===== src/rtl/ps2_scancode_sequencer_if.sv =====
// rtl/ps2_scancode_sequencer_if.sv - byte input, event output and control bundle for the scancode sequencer
interface ps2_scancode_sequencer_if #(
    parameter int FIFO_DEPTH = 4
);
    localparam int CW = $clog2(FIFO_DEPTH + 1);

    logic          byte_valid;
    logic [7:0]    byte_data;
    logic          rd_en;
    logic          clr_overflow;
    logic          event_valid;
    logic [9:0]    event_data;
    logic [CW-1:0] fifo_count;
    logic          overflow;
    logic          seq_error;
    logic          shift_held;

    // Upstream byte source and processor side.
    modport master (
        output byte_valid, byte_data, rd_en, clr_overflow,
        input  event_valid, event_data, fifo_count, overflow, seq_error, shift_held
    );

    // Sequencer side.
    modport slave (
        input  byte_valid, byte_data, rd_en, clr_overflow,
        output event_valid, event_data, fifo_count, overflow, seq_error, shift_held
    );
endinterface


===== src/rtl/ps2_scancode_sequencer.sv =====
// rtl/ps2_scancode_sequencer.sv - PS/2 E0/F0 prefix decoder with timeout and FWFT event FIFO
module ps2_scancode_sequencer #(
    parameter int FIFO_DEPTH     = 4,
    parameter int TIMEOUT_CYCLES = 2500000
) (
    input logic                   inclock,
    input logic                   resetn,
    ps2_scancode_sequencer_if.slave bus
);
    localparam int AW = $clog2(FIFO_DEPTH);
    localparam int CW = $clog2(FIFO_DEPTH + 1);
    localparam logic [21:0]   TMO_LAST = 22'(TIMEOUT_CYCLES - 1);
    localparam logic [CW-1:0] FULL_CNT = CW'(FIFO_DEPTH);

    typedef enum logic [1:0] {IDLE, EXT, BRK, EXT_BRK} state_t;

    state_t        state, state_next;
    logic [21:0]   tmo_cnt;
    logic          timeout;
    logic          emit, proto_err;
    logic [9:0]    emit_data;
    logic          shift_l, shift_r, shift_l_next, shift_r_next;

    logic [9:0]    mem [FIFO_DEPTH];
    logic [AW-1:0] wr_ptr, rd_ptr, rd_next;
    logic [CW-1:0] count_next;
    logic          do_push, do_pop, drop;
    logic [9:0]    head_next;

    // Prefix decode: what the current byte (or a timeout) does to the sequence.
    always_comb begin
        state_next = state;
        emit       = 1'b0;
        emit_data  = '0;
        proto_err  = 1'b0;
        timeout    = (state != IDLE) && !bus.byte_valid && (tmo_cnt == TMO_LAST);
        if (bus.byte_valid) begin
            case (state)
                IDLE: begin
                    if (bus.byte_data == 8'hE0)      state_next = EXT;
                    else if (bus.byte_data == 8'hF0) state_next = BRK;
                    else if (bus.byte_data != 8'hAA && bus.byte_data != 8'hFA) begin
                        emit      = 1'b1;
                        emit_data = {2'b00, bus.byte_data};
                    end
                end
                EXT: begin
                    if (bus.byte_data == 8'hF0)      state_next = EXT_BRK;
                    else if (bus.byte_data != 8'hE0) begin
                        emit       = 1'b1;
                        emit_data  = {2'b01, bus.byte_data};
                        state_next = IDLE;
                    end
                end
                BRK, EXT_BRK: begin
                    state_next = IDLE;
                    if (bus.byte_data == 8'hE0 || bus.byte_data == 8'hF0) begin
                        proto_err = 1'b1;
                    end else begin
                        emit      = 1'b1;
                        emit_data = {1'b1, state == EXT_BRK, bus.byte_data};
                    end
                end
                default: state_next = IDLE;
            endcase
        end else if (timeout) begin
            state_next = IDLE;
        end
    end

    // Shift tracking follows every emitted event, including ones the FIFO drops.
    always_comb begin
        shift_l_next = shift_l;
        shift_r_next = shift_r;
        if (emit && !emit_data[8]) begin
            if (emit_data[7:0] == 8'h12) shift_l_next = !emit_data[9];
            if (emit_data[7:0] == 8'h59) shift_r_next = !emit_data[9];
        end
    end

    // FIFO bookkeeping; a full FIFO still accepts a push when a pop frees a slot that cycle.
    always_comb begin
        do_pop     = bus.rd_en && (bus.fifo_count != '0);
        do_push    = emit && ((bus.fifo_count != FULL_CNT) || do_pop);
        drop       = emit && !do_push;
        rd_next    = rd_ptr + AW'(do_pop);
        count_next = bus.fifo_count + CW'(do_push) - CW'(do_pop);
        if (count_next == '0)
            head_next = '0;
        else if (do_push && (wr_ptr == rd_next))
            head_next = emit_data;
        else
            head_next = mem[rd_next];
    end

    // Event storage; stale contents are harmless because pointers define validity.
    always_ff @(posedge inclock) begin
        if (do_push) mem[wr_ptr] <= emit_data;
    end

    // Sequencer state, timeout counter, FIFO pointers and registered outputs.
    always_ff @(posedge inclock or negedge resetn) begin
        if (!resetn) begin
            state           <= IDLE;
            tmo_cnt         <= '0;
            shift_l         <= 1'b0;
            shift_r         <= 1'b0;
            wr_ptr          <= '0;
            rd_ptr          <= '0;
            bus.event_valid <= 1'b0;
            bus.event_data  <= '0;
            bus.fifo_count  <= '0;
            bus.overflow    <= 1'b0;
            bus.seq_error   <= 1'b0;
            bus.shift_held  <= 1'b0;
        end else begin
            state <= state_next;
            if (bus.byte_valid || state == IDLE || timeout) tmo_cnt <= '0;
            else                                            tmo_cnt <= tmo_cnt + 22'd1;
            shift_l         <= shift_l_next;
            shift_r         <= shift_r_next;
            wr_ptr          <= wr_ptr + AW'(do_push);
            rd_ptr          <= rd_next;
            bus.event_valid <= (count_next != '0);
            bus.event_data  <= head_next;
            bus.fifo_count  <= count_next;
            if (drop)                  bus.overflow <= 1'b1;
            else if (bus.clr_overflow) bus.overflow <= 1'b0;
            bus.seq_error   <= proto_err || timeout;
            bus.shift_held  <= shift_l_next || shift_r_next;
        end
    end
endmodule


===== src/flat_wrapper.sv =====
// flat-port wrapper written by rule: the top's interface ports become plain ports
module ps2_scancode_sequencer_flat 
#(
    parameter int FIFO_DEPTH     = 4,
    parameter int TIMEOUT_CYCLES = 2500000
)
  (inclock, resetn, bus_byte_valid, bus_byte_data, bus_rd_en, bus_clr_overflow, bus_event_valid, bus_event_data, bus_fifo_count, bus_overflow, bus_seq_error, bus_shift_held);
  ps2_scancode_sequencer_if #(.FIFO_DEPTH(FIFO_DEPTH)) bus_i ();
  input logic inclock;
  input logic resetn;
  input wire logic [$bits(bus_i.byte_valid)-1:0] bus_byte_valid;
  input wire logic [$bits(bus_i.byte_data)-1:0] bus_byte_data;
  input wire logic [$bits(bus_i.rd_en)-1:0] bus_rd_en;
  input wire logic [$bits(bus_i.clr_overflow)-1:0] bus_clr_overflow;
  output wire logic [$bits(bus_i.event_valid)-1:0] bus_event_valid;
  output wire logic [$bits(bus_i.event_data)-1:0] bus_event_data;
  output wire logic [$bits(bus_i.fifo_count)-1:0] bus_fifo_count;
  output wire logic [$bits(bus_i.overflow)-1:0] bus_overflow;
  output wire logic [$bits(bus_i.seq_error)-1:0] bus_seq_error;
  output wire logic [$bits(bus_i.shift_held)-1:0] bus_shift_held;
  assign bus_i.byte_valid = bus_byte_valid;
  assign bus_i.byte_data = bus_byte_data;
  assign bus_i.rd_en = bus_rd_en;
  assign bus_i.clr_overflow = bus_clr_overflow;
  assign bus_event_valid = bus_i.event_valid;
  assign bus_event_data = bus_i.event_data;
  assign bus_fifo_count = bus_i.fifo_count;
  assign bus_overflow = bus_i.overflow;
  assign bus_seq_error = bus_i.seq_error;
  assign bus_shift_held = bus_i.shift_held;
  ps2_scancode_sequencer #(.FIFO_DEPTH(FIFO_DEPTH), .TIMEOUT_CYCLES(TIMEOUT_CYCLES)) u_core (.inclock(inclock), .resetn(resetn), .bus(bus_i));
endmodule

===== config.mk =====
export PLATFORM = sky130hd
export DESIGN_NAME = ps2_scancode_sequencer_flat
export DESIGN_NICKNAME = d
export VERILOG_FILES = /design/src/rtl/ps2_scancode_sequencer_if.sv /design/src/rtl/ps2_scancode_sequencer.sv /design/src/flat_wrapper.sv
export SDC_FILE = /design/constraint.sdc
export NUM_CORES = 1
export LEC_CHECK = 0
export CORE_MARGIN = 4
export CORE_UTILIZATION = 58
export CTS_CLUSTER_DIAMETER = 80
export CTS_CLUSTER_SIZE = 14
export DETAILED_ROUTE_END_ITERATION = 8
export HOLD_SLACK_MARGIN = 0.05
export PLACE_DENSITY = 0.76
export SLEW_MARGIN = 15
export SYNTH_ARGS = -nofsm -noshare
export SYNTH_HDL_FRONTEND = slang
export SYNTH_SLANG_ARGS = --single-unit
export TNS_END_PERCENT = 50

===== constraint.sdc =====
create_clock -name inclock -period 3.06 [get_ports inclock]
set_clock_uncertainty 0.05 [all_clocks]
set_input_delay 0.612 -clock inclock [delete_from_list [all_inputs] [get_ports inclock]]
set_output_delay 0.612 -clock inclock [all_outputs]
set_load 0.05 [all_outputs]

==> qor.csv, run 1 <==
stage,metric,value,unit
setup_path,WP data required,3240,ps
sta,Final Max Slew Viols,0,
finish,"Net count, final",378,
synth,Post-synth top flop,dfrtp_1,
placed_design,post-DP HPWL,5.10,mm
pwr,Sw Share,0.367,
clock_tree,cts hold-fix bufs,0,
setup_path,data arrival time of the worst path,3100,ps
setup_path,CP startpoint kind,input port,
drt,DRT iter0 DRCs,195,
synth,mux share of post-synthesis cell area,0.0796,
synth,Synthesized Nets,318,
synth,Yosys warning count,0,
synth,simple-gate share of the synthesized area,0.171,
synth,commonest cells in the netlist,"dfrtp_1, edfxtp_1, nor2_1",
sta,relative slew slack,0.292,
sta,Slew @ Worst Pin,1060,ps
synth,number of flops mapped to enable cells by yosys,40,
floorplanning,IO Pins,30,
drt,vias per cell,5.67,
clock_tree,CTS tree,done,
clock_tree,Clock Sinks,87,
placed_design,GPL Wtd Cong,0.845,
sta,Final Hold Fails,0,
placed_design,# placed instances,424,
global_route,global route total overflow,0,
placed_design,PortBufs,29,
finish,n_diodes,0,
pwr,Sequential Power Share,0.386,
sta,final worst-path cycle share,0.955,
global_route,global-route wire length before repair,12.5,mm
clock_tree,post-cts resize count,0,
setup_path,type of element capturing the critical path,register,
sta,Final WS setup,138,ps
clock_tree,root buf cell,clkbuf_8,
placed_design,Post-DP Area,4400,um^2
global_route,vias in the first global route,2551,
finish,layout cells sized above 1,0.173,
pwr,internal power,2610,uW
drt,wire per inst,17.4,um
sta,Final TNS setup,0,ps
synth,top cell type by total area after synthesis,edfxtp_1,
sta,RSZ-0062 raised after global routing,no,
floorplanning,die width,89.5,um
clock_tree,post-CTS setup buffer count,0,
synth,Synth top area share,0.312,
drt,Post-Route WL,7.68,mm
floorplanning,Die Height,89.5,um
synth,Adder-Cell Fraction of Synth Area,0.0214,
sta,Tmin final,2920,ps
floorplanning,core region area,6390,um^2
drt,Remaining DRCs,0,
global_route,total track usage,0.215,
synth,Cells after Synth,299,
pwr,logic gate share of total power,0.429,
pwr,Power Total,4130,uW
sta,setup violators final,0,
global_route,pin count of the biggest net entering global routing,48,
job,maxcap violations,0,
finish,area grow syn2layout,20.8,%
setup_path,largest fanout on the critical path,5,
synth,synth top area cells,"edfxtp_1, dfrtp_1, mux4_2",
pwr,Pwr Density,887,nW/um^2
floorplanning,die area,8000,um^2
setup_path,critical setup path kind,in2reg,
pwr,leakage,0.00186,uW
drt,First-pass DRT Iterations,4,
finish,post-route design area,4650,um^2
global_route,initial antenna violation count,0,
clock_tree,CTS Buf Count,9,
worst_hold_path,worst hold path type,in2async,
synth,"flops & latches, synth",87,
pwr,Peak VDD IR,0.696,mV
outcome,outcome,"complete, no violations",
floorplanning,row count,29,
synth,Post-Synthesis Cell Area,3850,um^2
synth,Yosys cell types,45,
clock_tree,register clock-pin slew on the reported worst setup and hold paths,90,ps
drt,via count,2500,
synth,Compound-Gate Fraction of Synth Area,0.0260,
synth,Async SR Flop Fraction,0.540,
clock_tree,H-tree Lvls,3,
finish,layout filler cell count,432,
placed_design,post-place setup slack,-271,ps
clock_tree,clock buffer depth,2,
synth,xor/xnor share of the synthesized area,0.0650,
floorplanning,effective utilization at floorplan,0.603,
synth,syn avg cell area,12.9,um^2
synth,largest family of logic cells by synthesized area,simple AND/OR/NAND/NOR gates,
pwr,Sw Pwr,1510,uW
sta,Max Clock Freq,342,MHz
finish,final non-filler cell total,441,
synth,"Seq/Total Area, Yosys",0.617,
clock_tree,later-pin clock latency in the skew report,350,ps
synth,"count leader, synth",dfrtp_1,
pwr,clock power share,0.185,
drt,Final ANT Viol Nets,0,
==> logic make-up (layout without fill, tap and decap cells) <==
family / count (synthesis) / in the layout
fa+ha+maj: 6 / 6
flops: 87 / 87
mux: 18 / 18
buf+inv: 18 / 83
compound gates: 15 / 15
simple gates: 128 / 128
xor+xnor: 27 / 27
==> critical path, cell delays in order <==
cell             delay, ps
clkdlybuf4s50_1        430
or4b_4                 500
nand2_1                100
inv_1                   60
ha_1                   200
fa_2                   380
xor2_2                 170
xnor2_2                170
nor3_2                 230
buf_4                  180
a21oi_1                 60
==> worst paths after layout <==
kind / start / end / slack (ps) / depth (start not counted)
hold reg to reg: u_core.tmo_cnt[0]$_DFF_PN0_ / u_core.tmo_cnt[0]$_DFF_PN0_ / 440 / 1
setup reg to reg: u_core.state[1]$_DFFE_PN0P_ / u_core.bus.event_data[4]$_DFF_PN0_ / 300 / 12
max in group asynchronous: resetn / u_core.bus.shift_held$_DFF_PN0_ / 1900 / 1
min in group inclock: u_core.tmo_cnt[0]$_DFF_PN0_ / u_core.tmo_cnt[0]$_DFF_PN0_ / 440 / 1
setup / recovery: bus_rd_en / u_core.bus.event_data[4]$_DFF_PN0_ / 140 / 11
hold / removal: resetn / u_core.bus.fifo_count[1]$_DFF_PN0_ / 390 / 1
==> cell usage in the layout, fill, tap and decap left out, drive strengths merged, types with 2 or more instances in the layout <==
master / n
inv: 11
buf: 28
clkinv: 5
nor3b: 2
xor2: 17
nor2: 40
o21a: 2
mux2i: 7
mux4: 10
clkbuf: 9
nor4b: 2
and3: 6
nand2: 21
nand4: 8
or4: 2
ha: 5
nor4: 5
nor4bb: 2
nand3: 15
dfrtp: 47
or4b: 2
a21oi: 4
nand2b: 5
a211oi: 2
xnor2: 9
nor3: 7
o21ai: 3
dlymetal6s2s: 4
clkdlybuf4s50: 24
and2: 7
edfxtp: 40
==> final cells by class <==
class                           instances  area (um^2)  area share
Multi-Input combinational cell        194         1450       0.311
Sequential cell                        87         2380       0.511
Timing Repair Buffer                   56          502       0.108
Clock inverter                          7         63.8      0.0137
Clock buffer                            9          124      0.0266
Inverter                               11         41.3     0.00888
Tap cell                               77         96.3      0.0207
==> routing by layer <==
layer | global-route usage | up-vias | wire, um
li1 | - | 1202 | -
met1 | 0.278 | 1214 | 3280
met2 | 0.352 | 70 | 3840
met3 | 0.0516 | 14 | 426
met4 | 0.0825 | 0 | 135
met5 | 0 | - | 0
==> through the flow <==
stage	util	hold WS [ps]
2_1_floorplan	-	266
3_3_place_gp	0.689	423
3_5_place_dp	0.689	429
4_1_cts	0.718	423
5_1_grt	0.728	453
6_report	0.728	394
==> power groups by stage <==
stage | sequential [uW] | combinational (uW) | clock [uW]
2_1_floorplan | 1920 | 823 | 0
3_3_place_gp | 1600 | 1640 | 0
3_5_place_dp | 1610 | 1690 | 0
4_1_cts | 1590 | 1700 | 785
5_1_grt | 1620 | 1890 | 835
6_report | 1590 | 1770 | 765
==> registers in the layout, indices dropped and copies added, names as in the netlist <==
signal                  cells
u_core.mem                 40
u_core.bus.shift_held       1
u_core.state                2
u_core.bus.overflow         1
u_core.bus.fifo_count       3
u_core.shift_l              1
u_core.bus.seq_error        1
u_core.bus.event_valid      1
u_core.tmo_cnt             22
u_core.bus.event_data      10
u_core.wr_ptr               2
u_core.rd_ptr               2
u_core.shift_r              1
Power figures use the tool's default switching activity.
==> inputs of run 2 (changes only) <==
CORE_UTILIZATION = 55   (was 58)
GPL_ROUTABILITY_DRIVEN = 0   (was default)
PLACE_DENSITY = 0.73   (was 0.76)
==> qor.csv, run 2 (synthesis results as in run 1) <==
stage,metric,value,unit
floorplanning,core region area,6790,um^2
floorplanning,IO Pins,30,
finish,area of the multi-input gates,1420,um^2
clock_tree,clock buffer depth,2,
finish,register name with the most flops,u_core.mem,
finish,final non-filler cell total,461,
pwr,logic gate share of total power,0.442,
drt,DRT iter0 DRCs,172,
sta,Final Max Slew Viols,0,
clock_tree,register clock-pin slew on the reported worst setup and hold paths,80,ps
finish,n_diodes,0,
floorplanning,die width,91.7,um
finish,post-route design area,4640,um^2
setup_path,data arrival time of the worst path,3200,ps
global_route,global-route wire length before repair,12.9,mm
pwr,leakage,0.00181,uW
floorplanning,Die Height,91.7,um
sta,Final TNS setup,0,ps
clock_tree,CTS Buf Count,9,
setup_path,worst path bufs/invs,3,
drt,Post-Route WL,7.67,mm
drt,wire per inst,16.6,um
clock_tree,later-pin clock latency in the skew report,340,ps
drt,First-pass DRT Iterations,4,
finish,area grow syn2layout,20.5,%
pwr,Sw Pwr,1470,uW
placed_design,PortBufs,29,
global_route,global route total overflow,0,
pwr,Sw Share,0.365,
setup_path,type of element capturing the critical path,register,
job,maxcap violations,0,
global_route,pin count of the biggest net entering global routing,48,
floorplanning,effective utilization at floorplan,0.567,
drt,via count,2467,
setup_path,critical setup path kind,in2reg,
pwr,Sequential Power Share,0.393,
clock_tree,H-tree Lvls,3,
finish,"commonest cells after routing, fill and taps aside","dfrtp_1, nor2_1, edfxtp_1",
global_route,total track usage,0.200,
setup_path,Critical Path Slowest Stage Cell,or4b_2,
sta,Final WS setup,74.7,ps
setup_path,max incr delay on CP,640,ps
setup_path,largest fanout on the critical path,5,
sta,RSZ-0062 raised after global routing,no,
finish,top flop regs,"u_core.mem x40, u_core.tmo_cnt x22, u_core.bus.event_data x10",
setup_path,CP startpoint kind,input port,
finish,"commonest non-fill, non-tap cell in the layout",dfrtp_1,
clock_tree,root buf cell,clkbuf_8,
global_route,initial antenna violation count,0,
sta,setup violators final,0,
setup_path,"Largest delay share family, worst path",simple AND/OR/NAND/NOR gates,
setup_path,CP cell instances,clkdlybuf4s50_1 > or4b_2 > nand2_1 > inv_1 > ha_1 > fa_1 > xor2_1 > xnor2_1 > nor3_2 > buf_2 > a21oi_1,
clock_tree,CTS tree,done,
placed_design,post-DP HPWL,5.28,mm
sta,Max Clock Freq,335,MHz
finish,layout cells sized above 1,0.159,
sta,relative slew slack,0.517,
drt,vias per cell,5.35,
pwr,Pwr Density,869,nW/um^2
placed_design,# placed instances,443,
outcome,outcome,"complete, no violations",
sta,final worst-path cycle share,0.976,
worst_hold_path,worst hold path type,in2async,
sta,Final Hold Fails,0,
placed_design,Post-DP Area,4450,um^2
pwr,Peak VDD IR,0.379,mV
finish,"Core Util, Final",0.683,
finish,"Net count, final",379,
clock_tree,cts hold-fix bufs,0,
finish,layout filler cell count,493,
finish,register area,2380,um^2
finish,Largest register FFs,40,
pwr,internal power,2560,uW
global_route,vias in the first global route,2570,
floorplanning,die area,8400,um^2
sta,Tmin final,2990,ps
drt,Final ANT Viol Nets,0,
floorplanning,row count,30,
sta,Slew @ Worst Pin,718,ps
setup_path,WP data required,3280,ps
placed_design,post-place setup slack,-247,ps
drt,Remaining DRCs,0,
pwr,clock power share,0.165,
clock_tree,Clock Sinks,87,
-- run 2: cell types whose count changed in the layout (fill, tap and decap cells not counted), moves of 2 or more --
| cell | delta |
|---|---|
| dlymetal6s2s_1 | -4 |
| buf_12 | +2 |
| clkdlybuf4s50_1 | +4 |
| clkbuf_1 | +2 |
-- run 2: power by group through the flow --
stage                     clock, uW  sequential [uW]  combinational [uW]
after floorplan                   0             1920                 823
after global placement            0             1600                1690
after detailed placement          0             1610                1740
after CTS                       683             1590                1740
after global routing            741             1610                1910
final                           665             1580                1780
-- run 2: repair_timing --
action | 4_1_cts | 5_1_grt
endpoints found under the hold margin | 0 | 0
setup endpoints to repair | 0 | 11
resized for setup | 0 | 4
setup buffers | 0 | 1
-- run 2: worst reg2reg max path, delay by kind of cell (launching register included) --
family          cells  cell delay, ps
compound gates      1             120
xor+xnor            2             430
fa+ha+maj           2             570
buf+inv             2             230
flops               1             420
simple gates        3             890
-- run 2: layer usage --
layer  vias up  part of all wire  GRT usage
li1       1199                 -          -
met1      1218              0.42      0.251
met2        40              0.52      0.344
met3        10             0.036     0.0394
met4         0             0.016     0.0729
met5         -                 0          0
-- run 2: stage by stage --
| stage | total power (uW) | hold slack (ps) |
|---|---|---|
| finish | 4030 | 224 |
| global placement | 3290 | 422 |
| floorplan | 2740 | 266 |
| detailed placement | 3350 | 430 |
| global route | 4260 | 256 |
| CTS | 4010 | 442 |
-- run 2: path summary, 6_finish.rpt --
path,start,endpoint,slack (ps),cells past startpoint
worst max-delay path,bus_rd_en,u_core.bus.event_data[4]$_DFF_PN0_,70,11
worst min-delay path,resetn,u_core.bus.event_data[3]$_DFF_PN0_,220,1
worst max register to register,u_core.bus.fifo_count[0]$_DFF_PN0_,u_core.bus.event_data[4]$_DFF_PN0_,290,10
worst min register to register,u_core.tmo_cnt[0]$_DFF_PN0_,u_core.tmo_cnt[0]$_DFF_PN0_,440,1
max in group asynchronous,resetn,u_core.state[1]$_DFFE_PN0P_,2330,1
min in group inclock,u_core.tmo_cnt[0]$_DFF_PN0_,u_core.tmo_cnt[0]$_DFF_PN0_,440,1
-- run 2: area by class of cell --
| cell class | instances | area share |
|---|---|---|
| Timing Repair Buffer | 57 | 0.112 |
| Clock inverter | 5 | 0.00540 |
| Sequential cell | 87 | 0.513 |
| Clock buffer | 11 | 0.0283 |
| Multi-Input combinational cell | 194 | 0.307 |
| Inverter | 11 | 0.00890 |
| Tap cell | 96 | 0.0259 |
==> inputs of run 3 (changes only) <==
GPL_TIMING_DRIVEN = 0   (was default)
==> qor.csv, run 3 (synthesis results as in run 1) <==
stage,metric,value,unit
outcome,outcome,"complete, no violations",
sta,Tmin final,2960,ps
clock_tree,CTS Buf Count,9,
worst_hold_path,worst hold path type,in2async,
floorplanning,row count,30,
setup_path,WP data required,3230,ps
finish,layout cells sized above 1,0.153,
pwr,leakage,0.00179,uW
pwr,Peak VDD IR,0.318,mV
global_route,GR peak layer,met2,
global_route,global route total overflow,0,
setup_path,largest fanout on the critical path,8,
placed_design,post-DP HPWL,5.06,mm
clock_tree,later-pin clock latency in the skew report,340,ps
global_route,vias in the first global route,2492,
drt,via count,2464,
sta,Final Max Slew Viols,0,
global_route,pin count of the biggest net entering global routing,35,
finish,register name with the most flops,u_core.mem,
setup_path,Critical Path Slowest Stage Cell,dlygate4sd2_1,
setup_path,CP startpoint kind,input port,
global_route,total track usage,0.195,
finish,"commonest non-fill, non-tap cell in the layout",dfrtp_1,
job,maxcap violations,0,
sta,Slew @ Worst Pin,956,ps
global_route,M1 GR Usage,0.252,
global_route,met3 Track Usage GR,0.0336,
finish,"Net count, final",366,
global_route,initial antenna violation count,0,
setup_path,type of element capturing the critical path,register,
floorplanning,effective utilization at floorplan,0.567,
drt,Final ANT Viol Nets,0,
floorplanning,die area,8400,um^2
clock_tree,cts hold-fix bufs,0,
finish,layout filler cell count,512,
setup_path,R2R cell count,6,
drt,First-pass DRT Iterations,4,
drt,Remaining DRCs,0,
clock_tree,root buf cell,clkbuf_8,
finish,final non-filler cell total,448,
sta,relative slew slack,0.358,
finish,Largest register FFs,40,
clock_tree,clock buffer depth,2,
pwr,Pwr Density,922,nW/um^2
setup_path,data arrival time of the worst path,3130,ps
sta,Max Clock Freq,338,MHz
finish,n_diodes,0,
finish,area grow syn2layout,20.5,%
setup_path,max incr delay on CP,390,ps
clock_tree,H-tree Lvls,3,
placed_design,# placed instances,427,
drt,DRT iter0 DRCs,135,
sta,Final WS setup,102,ps
clock_tree,Clock Sinks,87,
sta,Final Hold Fails,0,
drt,wire per inst,16.8,um
finish,"commonest cells after routing, fill and taps aside","dfrtp_1, nor2_1, edfxtp_1",
global_route,global-route wire length before repair,12.5,mm
clock_tree,CTS tree,done,
finish,top flop regs,"u_core.mem x40, u_core.tmo_cnt x22, u_core.bus.event_data x10",
drt,Post-Route WL,7.55,mm
finish,"Core Util, Final",0.683,
setup_path,critical setup path kind,in2reg,
clock_tree,register clock-pin slew on the reported worst setup and hold paths,90,ps
placed_design,PortBufs,29,
sta,setup violators final,0,
sta,RSZ-0062 raised after global routing,no,
drt,vias per cell,5.50,
floorplanning,Die Height,91.7,um
sta,final worst-path cycle share,0.967,
floorplanning,core region area,6790,um^2
sta,hold slack,117,ps
placed_design,post-place setup slack,-837,ps
setup_path,CP cell instances,dlygate4sd2_1 > xnor2_1 > a31oi_1 > o21a_4 > nand2_4 > inv_2 > ha_2 > fa_2 > xor2_2 > xnor2_2 > nor3_2 > buf_4 > clkbuf_8 > nor2_1,
global_route,GR Layer Usage met2,0.331,
floorplanning,die width,91.7,um
floorplanning,IO Pins,30,
[run 3: cell types whose count changed in the layout (fill, tap and decap cells not counted), sizes merged]
cell / before / now
buf: 29 / 12
clkdlybuf4s50: 28 / 19
dlymetal6s2s: 0 / 1
dlygate4sd2: 0 / 8
bufinv: 0 / 2
clkinv: 4 / 3
clkdlybuf4s15: 0 / 1
clkbuf: 11 / 13
[run 3: where the power goes]
group | switching (uW) | internal, uW | leakage (uW)
Sequential | 112 | 1490 | 0.000985
Clock | 389 | 458 | 0.000104
Combinational | 1020 | 816 | 0.000698
Total | 1520 | 2760 | 0.00179
[run 3: cell type report]
type	instances	area, um^2	share of cell area
clock buffer	10	128	0.0275
inverter	11	41.3	0.00890
buffer	7	48.8	0.0105
multi-input combinational	194	1490	0.321
sequential	87	2380	0.513
tap	96	120	0.0259
clock inverter	6	85.1	0.0183
timing repair buffer	37	350	0.0755
[run 3: layer usage]
layer  routed length (um)  vias up
li1                     -     1178
met1                 3240     1221
met5                    0        -
met4                  102        0
met3                  268        9
met2                 3940       56
[run 3: path summary, 6_finish.rpt]
path | slack, ps | startpoint | endpoint
min in group inclock | 430 | u_core.tmo_cnt[0]$_DFF_PN0_ | u_core.tmo_cnt[0]$_DFF_PN0_
max in group asynchronous | 2330 | resetn | u_core.state[0]$_DFFE_PN0P_
max reg2reg | 240 | u_core.bus.fifo_count[2]$_DFF_PN0_ | u_core.bus.event_data[8]$_DFF_PN0_
min | 120 | resetn | u_core.bus.fifo_count[1]$_DFF_PN0_
min reg2reg | 430 | u_core.tmo_cnt[0]$_DFF_PN0_ | u_core.tmo_cnt[0]$_DFF_PN0_
max | 100 | bus_byte_data[4] | u_core.bus.event_data[8]$_DFF_PN0_
[run 3: per-stage QoR]
step / power (uW) / cell area (um^2) / setup TNS, ps
after detailed placement: 3220 / 4300 / -13710
after CTS: 4200 / 4590 / 0
after global routing: 4510 / 4640 / 0
after floorplan: 2740 / 3850 / 0
final: 4280 / 4640 / 0
after global placement: 3160 / 4260 / -29790
[run 3: repair_timing]
action	in CTS	in global routing
gates cloned	1	0
buffers inserted	3	1
pin swaps	3	5
setup endpoints to repair	21	11
resized for setup	19	12
[run 3: critical path, delay by kind of cell]
family | cells | cell delay [ps]
adder cells (fa/ha/maj) | 2 | 560
buffers and inverters | 4 | 740
XOR/XNOR | 3 | 500
AO/OA/AOI/OAI | 2 | 410
AND/OR/NAND/NOR | 3 | 290
